File: src/rtl/pes_ram_pkg.sv
// Shared definitions for the Wishbone-to-dual-port-RAM bridge:
// FSM encoding, register offsets and CTRL field positions.
package pes_ram_pkg;

  typedef enum logic [2:0] {
    IDLE = 3'd0,
    WR   = 3'd1,
    RD   = 3'd2,
    CAP  = 3'd3,
    ACK  = 3'd4,
    FILL = 3'd5
  } state_t;

  // Byte offset of the CTRL register inside the 4 KiB window
  localparam logic [8:0]  CTRL_OFFSET = 9'h100;

  // CTRL write fields
  localparam int unsigned START_BIT = 0;
  localparam int unsigned SEED_LSB  = 8;
  localparam int unsigned SEED_W    = 8;

endpackage

File: src/rtl/ram_fill_gen.sv
// Fill pattern generator: walks addresses 0..2^AW-1 once per load,
// producing seed+i for port A and its complement for port B.
module ram_fill_gen
  import pes_ram_pkg::*;
#(
  parameter int unsigned AW = 6,
  parameter int unsigned DW = 8
) (
  input  logic          clk,
  input  logic          rst_n,
  input  logic          load,
  input  logic [DW-1:0] seed_in,
  input  logic          step,
  output logic [AW-1:0] idx,
  output logic          done,
  output logic [DW-1:0] pat_a_c,
  output logic [DW-1:0] pat_b_c
);

  logic [DW-1:0] seed;

  // Counter saturates at the last address and raises done instead of wrapping
  always_ff @(posedge clk) begin
    if (!rst_n) begin
      seed <= '0;
      idx  <= '0;
      done <= 1'b0;
    end else if (load) begin
      seed <= seed_in;
      idx  <= '0;
      done <= 1'b0;
    end else if (step) begin
      if (idx == {AW{1'b1}}) begin
        done <= 1'b1;
      end else begin
        idx <= idx + AW'(1);
      end
    end
  end

  assign pat_a_c = seed + DW'(idx);
  assign pat_b_c = ~pat_a_c;

endmodule

File: src/rtl/wb_ram_bridge.sv
// Wishbone classic slave bridging a 4 KiB window onto a dual-port RAM,
// with a CTRL register that launches a self-timed pattern fill.
module wb_ram_bridge
  import pes_ram_pkg::*;
#(
  parameter logic [31:0] BASE_ADDR = 32'h3000_0000,
  parameter int unsigned AW        = 6,
  parameter int unsigned DW        = 8
) (
  input  logic          clk,
  input  logic          rst_n,
  input  logic          wbs_cyc_i,
  input  logic          wbs_stb_i,
  input  logic          wbs_we_i,
  input  logic [3:0]    wbs_sel_i,
  input  logic [31:0]   wbs_adr_i,
  input  logic [31:0]   wbs_dat_i,
  output logic          wbs_ack_o,
  output logic [31:0]   wbs_dat_o,
  output logic [AW-1:0] ram_addr_a,
  output logic [AW-1:0] ram_addr_b,
  output logic [DW-1:0] ram_data_a,
  output logic [DW-1:0] ram_data_b,
  output logic          ram_we_a,
  output logic          ram_we_b,
  input  logic [DW-1:0] ram_q_a,
  input  logic [DW-1:0] ram_q_b,
  output logic          busy_o
);

  state_t        state, state_d;
  logic [AW-1:0] addr_q, addr_d;
  logic [DW-1:0] data_a_d, data_b_d;
  logic          we_a_d, we_b_d, ack_d, busy_d;
  logic [31:0]   dat_d;
  logic          fill_pend, fill_pend_d;

  logic          req_hit_c, ram_win_c, ctrl_hit_c, fill_req_c;
  logic          gen_load, gen_step, gen_done;
  logic [AW-1:0] gen_idx;
  logic [DW-1:0] gen_pat_a, gen_pat_b;
  logic          unused_bits;

  assign req_hit_c  = wbs_cyc_i & wbs_stb_i & (wbs_adr_i[31:12] == BASE_ADDR[31:12]);
  assign ram_win_c  = ~wbs_adr_i[8];
  assign ctrl_hit_c = (wbs_adr_i[8:2] == CTRL_OFFSET[8:2]);
  assign fill_req_c = ctrl_hit_c & wbs_we_i & wbs_sel_i[0] & wbs_dat_i[START_BIT];

  assign unused_bits = ^{wbs_adr_i[11:9], wbs_adr_i[1:0], wbs_sel_i[3:2], wbs_dat_i[31:16]};

  ram_fill_gen #(.AW(AW), .DW(DW)) u_fill (
    .clk     (clk),
    .rst_n   (rst_n),
    .load    (gen_load),
    .seed_in (DW'(wbs_dat_i[SEED_LSB +: SEED_W])),
    .step    (gen_step),
    .idx     (gen_idx),
    .done    (gen_done),
    .pat_a_c (gen_pat_a),
    .pat_b_c (gen_pat_b)
  );

  // State and registered outputs
  always_ff @(posedge clk) begin
    if (!rst_n) begin
      state      <= IDLE;
      addr_q     <= '0;
      ram_data_a <= '0;
      ram_data_b <= '0;
      ram_we_a   <= 1'b0;
      ram_we_b   <= 1'b0;
      wbs_ack_o  <= 1'b0;
      wbs_dat_o  <= '0;
      busy_o     <= 1'b0;
      fill_pend  <= 1'b0;
    end else begin
      state      <= state_d;
      addr_q     <= addr_d;
      ram_data_a <= data_a_d;
      ram_data_b <= data_b_d;
      ram_we_a   <= we_a_d;
      ram_we_b   <= we_b_d;
      wbs_ack_o  <= ack_d;
      wbs_dat_o  <= dat_d;
      busy_o     <= busy_d;
      fill_pend  <= fill_pend_d;
    end
  end

  assign ram_addr_a = addr_q;
  assign ram_addr_b = addr_q;

  // Next state and next values of every registered output
  always_comb begin
    state_d     = state;
    addr_d      = addr_q;
    data_a_d    = ram_data_a;
    data_b_d    = ram_data_b;
    we_a_d      = 1'b0;
    we_b_d      = 1'b0;
    ack_d       = 1'b0;
    dat_d       = '0;
    fill_pend_d = fill_pend;
    gen_load    = 1'b0;
    gen_step    = 1'b0;

    case (state)
      IDLE: begin
        if (req_hit_c) begin
          if (ram_win_c) begin
            addr_d = wbs_adr_i[2 +: AW];
            if (wbs_we_i) begin
              state_d  = WR;
              we_a_d   = wbs_sel_i[0];
              we_b_d   = wbs_sel_i[1];
              data_a_d = DW'(wbs_dat_i[7:0]);
              data_b_d = DW'(wbs_dat_i[15:8]);
            end else begin
              state_d = RD;
            end
          end else begin
            state_d = ACK;
            ack_d   = 1'b1;
            if (ctrl_hit_c && !wbs_we_i) begin
              dat_d = {31'h0, busy_o};
            end
            if (fill_req_c) begin
              fill_pend_d = 1'b1;
              gen_load    = 1'b1;
            end
          end
        end
      end
      WR: begin
        state_d = ACK;
        ack_d   = 1'b1;
      end
      RD: begin
        state_d = CAP;
      end
      CAP: begin
        state_d = ACK;
        ack_d   = 1'b1;
        dat_d   = {16'h0, 8'(ram_q_b), 8'(ram_q_a)};
      end
      ACK: begin
        state_d = fill_pend ? FILL : IDLE;
        fill_pend_d = 1'b0;
      end
      FILL: begin
        state_d = gen_done ? IDLE : FILL;
      end
      default: begin
        state_d = IDLE;
      end
    endcase

    // One fill address per cycle while FILL is being entered or continued
    if (state_d == FILL) begin
      addr_d   = gen_idx;
      data_a_d = gen_pat_a;
      data_b_d = gen_pat_b;
      we_a_d   = 1'b1;
      we_b_d   = 1'b1;
      gen_step = 1'b1;
    end

    busy_d = (state_d != IDLE);
  end

endmodule

File: config.mk
export PLATFORM = sky130hd
export DESIGN_NAME = wb_ram_bridge
export DESIGN_NICKNAME = d
export VERILOG_FILES = /design/src/rtl/pes_ram_pkg.sv /design/src/rtl/ram_fill_gen.sv /design/src/rtl/wb_ram_bridge.sv
export SDC_FILE = /design/constraint.sdc
export NUM_CORES = 1
export LEC_CHECK = 0
export ABC_AREA = 0
export CORE_MARGIN = 4
export CORE_UTILIZATION = 35
export CTS_BUF_LIST = sky130_fd_sc_hd__clkbuf_8
export CTS_CLUSTER_SIZE = 8
export DETAILED_ROUTE_END_ITERATION = 8
export PLACE_DENSITY = 0.72
export SYNTH_ARGS = -nofsm -noshare
export SYNTH_HDL_FRONTEND = slang
export SYNTH_SLANG_ARGS = --single-unit
File: constraint.sdc
create_clock -name clk -period 2.7 [get_ports clk]
set_clock_uncertainty 0.05 [all_clocks]
set_input_delay 0.54 -clock clk [delete_from_list [all_inputs] [get_ports clk]]
set_output_delay 0.54 -clock clk [all_outputs]
set_load 0.03 [all_outputs]
Word-level counts from Yosys, hierarchy flattened --
Cells that the tools add are included.
Word-level totals: bits in latches 0, logic and storage cells 97, input port bits 89, memory bits (read-only) 0, output and inout bits 64, flip-flop bits (word level) 77, memories kept 0, memory bits (writable) 0
Cells by class: shift-type cells 0, $mul 0, equality and inequality tests 13, reductions and logical operators 15, bitwise operators 8, $add $sub $neg 2, order comparisons 0, multiplexer cells 46, divide/modulo/power cells 0
Operators by type and width (number):
- 8-bit two-way mux | 10
- 16-bit case mux with 2 select lines | 1
- 6-bit two-way mux | 4
- 1-bit two-way mux | 23
- 20-bit by 18-bit equality test with 1-bit output (second input constant) | 1
- 3-bit case mux with 5 select lines | 1
- 3-bit two-way mux | 4
- 3-bit equality test (second input constant) | 3
- 8-bit by 6-bit adder with 8-bit output | 1
- 8-bit NOT | 1
- 4-bit AND reduction | 2
- 2-bit nonzero test | 4
- 7-bit equality test (second input constant) | 1
- 6-bit by 1-bit adder with 6-bit output (second input constant) | 1
- 3-bit by 2-bit equality test with 1-bit output (second input constant) | 2
- 6-bit equality test (second input constant) | 1
- 2-bit inequality test (second input constant) | 3
- 1-bit bitwise AND | 5
- 1-bit case mux with 2 select lines | 2
- 2-bit AND reduction | 2
- 2-bit OR reduction | 2
- 3-bit by 1-bit equality test with 1-bit output (second input constant) | 1
- 3-bit logical NOT | 1
- 3-bit AND reduction | 1
- 6 further kinds | 7

Depth between registers and ports, before layout --
depth after elaboration 9, gate-level depth with buffers 7, mapped depth without buffers 7

By module --
Synthesis repeated with hierarchy kept, for this count alone.
Unflattened totals: cells, all modules 393, area total of the unflattened synthesis 3318.2 µm²
By module, submodules not included:
- wb_ram_bridge | area each 2392.3 µm², cells each 292, times used 1
- ram_fill_gen | area each 925.9 µm², cells each 101, times used 1

Least setup slack after synthesis --
Ideal clock, no wire load.
path type input -> register, start point input wbs_adr_i[21], end point register u_fill.seed[0], buffers on the path 1, stages on the path 6, setup slack 0.493 ns, arrival time 2.038 ns, path through or4_1 -> nor2_1 -> nand2b_1 -> or4_1 -> buf_6 -> mux2i_1
On the way: cells in the longest elaborated chain, start to end 4
Ends and longest elaborated chain:
- start: declaration | RTL line wb_ram_bridge.sv:16 | input logic [31:0] wbs_adr_i,
- 20-bit by 18-bit equality test with 1-bit output | RTL line wb_ram_bridge.sv:44 | assign req_hit_c = wbs_cyc_i & wbs_stb_i & (wbs_adr_i[31:12] == BASE_ADDR[31:12]);
- 1-bit bitwise AND | RTL line wb_ram_bridge.sv:44
- 1-bit two-way mux | RTL line wb_ram_bridge.sv:109 | if (req_hit_c) begin
- 1-bit two-way mux | RTL line wb_ram_bridge.sv:107 | case (state)
- end signal: assignment | RTL line ram_fill_gen.sv:29 | seed <= seed_in;
- end: declaration | RTL line ram_fill_gen.sv:20 | logic [DW-1:0] seed;
No other way between the ends. A chain may end at the register's enable or synchronous reset.

Worst setup path in the final report --
start point input wbs_adr_i[22], end point register ram_data_b[5]
On the way: cells in the longest elaborated chain, start to end 7
Ends and longest elaborated chain:
- 20-bit by 18-bit equality test with 1-bit output * | RTL line wb_ram_bridge.sv:44
- 1-bit bitwise AND * | RTL line wb_ram_bridge.sv:44
- 3-bit two-way mux | RTL line wb_ram_bridge.sv:109
- 3-bit case mux with 5 select lines | RTL line wb_ram_bridge.sv:107
- 3-bit equality test | RTL line wb_ram_bridge.sv:159 | if (state_d == FILL) begin
- 2-bit by 1-bit inequality test with 1-bit output (no source line) or 2-bit nonzero test (tied branches)
- 4-bit AND reduction (no source line)
- end signal: assignment | RTL line wb_ram_bridge.sv:80 | ram_data_b <= data_b_d;
- end: declaration | RTL line wb_ram_bridge.sv:23 | output logic [DW-1:0] ram_data_b,
Every way passes the cells marked *; elsewhere a longest branch is shown, timed or not.

==> reports/qor.yml <==
clk_pin_slew_ps: 70
grt_pass1_wl_mm: 12.88
postCtsHoldBufs: 0
crit_path_start_kind: "input port"
synth_edf_count: 0
ff2ff_setup_slack_ps: 310
synth_warnings: 0
vias_per_cell: 4.890
cts_root_buf: "clkbuf_8"
slew_violations: 0
rows: 33
max_freq_ghz: 0.4065
ios: 153
drt-pass1-iter-count: 4
place.gp.congestion: 0.8047
hold_viol: 0
setup_viol: 0
finalInstanceArea_um2: 4325
cts_buffer_depth: 2
grt_pass1_vias: 2642
start_util: 0.3582
design.die.area_um2: 9939
period_share: 0.9111
antenna_found_initial: 0
min_period_ps: 2460
syn_to_final_growth_pct: 46.98
cts_tree: "yes"
async_flop_share: 0
leakagePower_nw: 1.780
clk_latency_ps: 330
synth_area_um2: 2943
via_count: 2748
layout_setup_ws_ps: 240.0
post_cts_buffers: 0
layout-drive-gt1-share: 0.08534
numCtsBuffers: 9
min_path_type: "reg -> reg"
netlist-cell-type-count: 46
topRoutingLayerUsed: "met4"
path_buf_inv: 2
wl_per_cell_um: 14.25
grt_max_degree: 30
htreeDepth: 3
crit_family: "simple AND/OR/NAND/NOR gates"
cap_violations: 0
num_antenna_cells: 0
rsz0062_at_grt: "false"
slowest_delay_ps: 560
core_area_um2: 8217
status: "complete, no violations"
ant_nets: 0
wl_met1_mm: 3.455
nets: 549
routed_wl_mm: 8.007
track_usage: 0.1612
max-vdd-ir-drop_v: 0.0002640
ys.flop_type: "dfxtp_1"
portBuffers: 113
synth-seq-area-share: 0.4150
max_slew.worst_pin.slew_ps: 744.4
relSlewSlack: 0.5019
final_common_cell: "clkdlybuf4s50_1"
criticalPathCategory: "in -> reg"
required_ps: 2880
wl_met3_um: 610
cp_max_fo: 6
cp_cell_sequence: "clkdlybuf4s50_1 > nor4_2 > nand2_1 > or4_1 > buf_4 > mux2_2 > o211a_1"
globalRouteOverflowTotal: 0
hpwl_mm: 6.033
arrival_ps: 2640
die_w_um: 99.70
end_kind: "flop"
postPlaceCellArea_um2: 4148
drc: 0
wl_met2_mm: 3.852
place_ws_ps: -161.6
yosys_register_bits: 61
holdWs_ps: 411.8
die_y_um: 99.70
synthCells: 335
slowest_stage: "or4_1"
final_cell_mix: "clkdlybuf4s50_1, dfxtp_1, nand2_1"
cts_resized: 0
avgSynthCellArea_um2: 8.785
cts_sinks: 61
p_per_area_nw_per_um2: 412.2
drt_iter0_drc: 124
[where the power goes]
group | switching, mW | total (mW) | internal, mW
Clock | 0.347 | 0.722 | 0.375
Combinational | 0.0687 | 0.162 | 0.0929
Sequential | 0.0000000434 | 0.900 | 0.900
Total | 0.416 | 1.78 | 1.37
[cell families (layout without fill, tap and decap cells)]
| kind of cell | Yosys count | in the layout | share of synthesized area |
|---|---|---|---|
| xor gates and xnor gates | 5 | 5 | 0.01488 |
| other | 1 | 16 | 0.001274 |
| buffers and inverters | 44 | 151 | 0.08716 |
| muxes | 19 | 19 | 0.06505 |
| adders and majority gates | 8 | 8 | 0.03656 |
| and+or+nand+nor | 134 | 134 | 0.2347 |
| DFF | 61 | 61 | 0.4150 |
| AOI/OAI and AO/OA | 63 | 63 | 0.1454 |
[path summary, 6_finish.rpt]
check | start | endpoint | depth (start not counted)
worst max-delay path | wbs_adr_i[22] | ram_data_b[5] | 7
worst min-delay path | u_fill.seed[4] | u_fill.seed[4] | 2
worst max register to register | u_fill.idx[0] | ram_data_b[6] | 7
worst min register to register | u_fill.seed[4] | u_fill.seed[4] | 2
[worst register-to-register path: stages (launching register included)]
cell	delay, ps
dfxtp_1	380
ha_1	260
fa_1	430
a211oi_1	330
o21bai_1	160
a2111o_1	420
o21ai_0	130
o31a_1	180
[stage by stage]
step	utilization	setup TNS, ps	std cells	power [mW]
after global placement	0.5048	-496.7	546	1.079
after global routing	0.5264	0	562	1.861
after floorplan	-	0	350	0.9908
after CTS	0.5264	0	562	1.810
final	0.5264	0	562	1.783
after detailed placement	0.5048	-1470	546	1.081
[sequential cells by signal (all words and copies together) (netlist names)]
register,count
busy_o,1
fill_pend,1
ram_addr_a,6
ram_data_a,8
ram_data_b,8
ram_we_a,1
ram_we_b,1
state,3
u_fill.done,1
u_fill.idx,6
u_fill.seed,8
wbs_ack_o,1
wbs_dat_o,16
[metal layers]
layer	track usage	vias up
met1	0.2019	1264
met3	0.03436	9
met4	0.06723	0
met2	0.2678	103
met5	0	-
li1	-	1372
[cell type report]
type	instances	area [µm²]
repair buffers	128	1244
clock buffers	11	151.4
well taps	105	131.4
inverters	7	26.28
fillers	768	3891
multi-input cells	245	1525
clock inverters	5	26.28
flip-flops and latches	61	1221
[cells in the mapped netlist (2+ instances only)]
cell type | n | share of area
dfxtp_1 | 61 | 0.41
nand2_1 | 48 | 0.061
nor2_1 | 23 | 0.029
buf_4 | 22 | 0.056
mux2i_1 | 18 | 0.061
and2_1 | 17 | 0.036
a21oi_1 | 13 | 0.022
clkbuf_1 | 13 | 0.017
a211oi_1 | 10 | 0.026
a31oi_1 | 10 | 0.021
o21ai_0 | 9 | 0.015
and3_1 | 7 | 0.015
ha_1 | 7 | 0.030
inv_1 | 7 | 0.0089
nand3_1 | 5 | 0.0085
or4_1 | 5 | 0.013
a21o_1 | 4 | 0.010
nand4_1 | 4 | 0.0085
nor2b_1 | 4 | 0.0085
nor4_1 | 4 | 0.0085
xnor2_1 | 4 | 0.012
a311oi_1 | 3 | 0.0089
nand2b_1 | 3 | 0.0064
nor3_1 | 3 | 0.0051
o31a_1 | 3 | 0.0089
a21boi_0 | 2 | 0.0051
and4bb_2 | 2 | 0.0085
nand3b_1 | 2 | 0.0051
nor4_2 | 2 | 0.0085
o211a_1 | 2 | 0.0068
o21bai_1 | 2 | 0.0051
or3_1 | 2 | 0.0043
No activity file was read; power rests on OpenSTA's default activity.
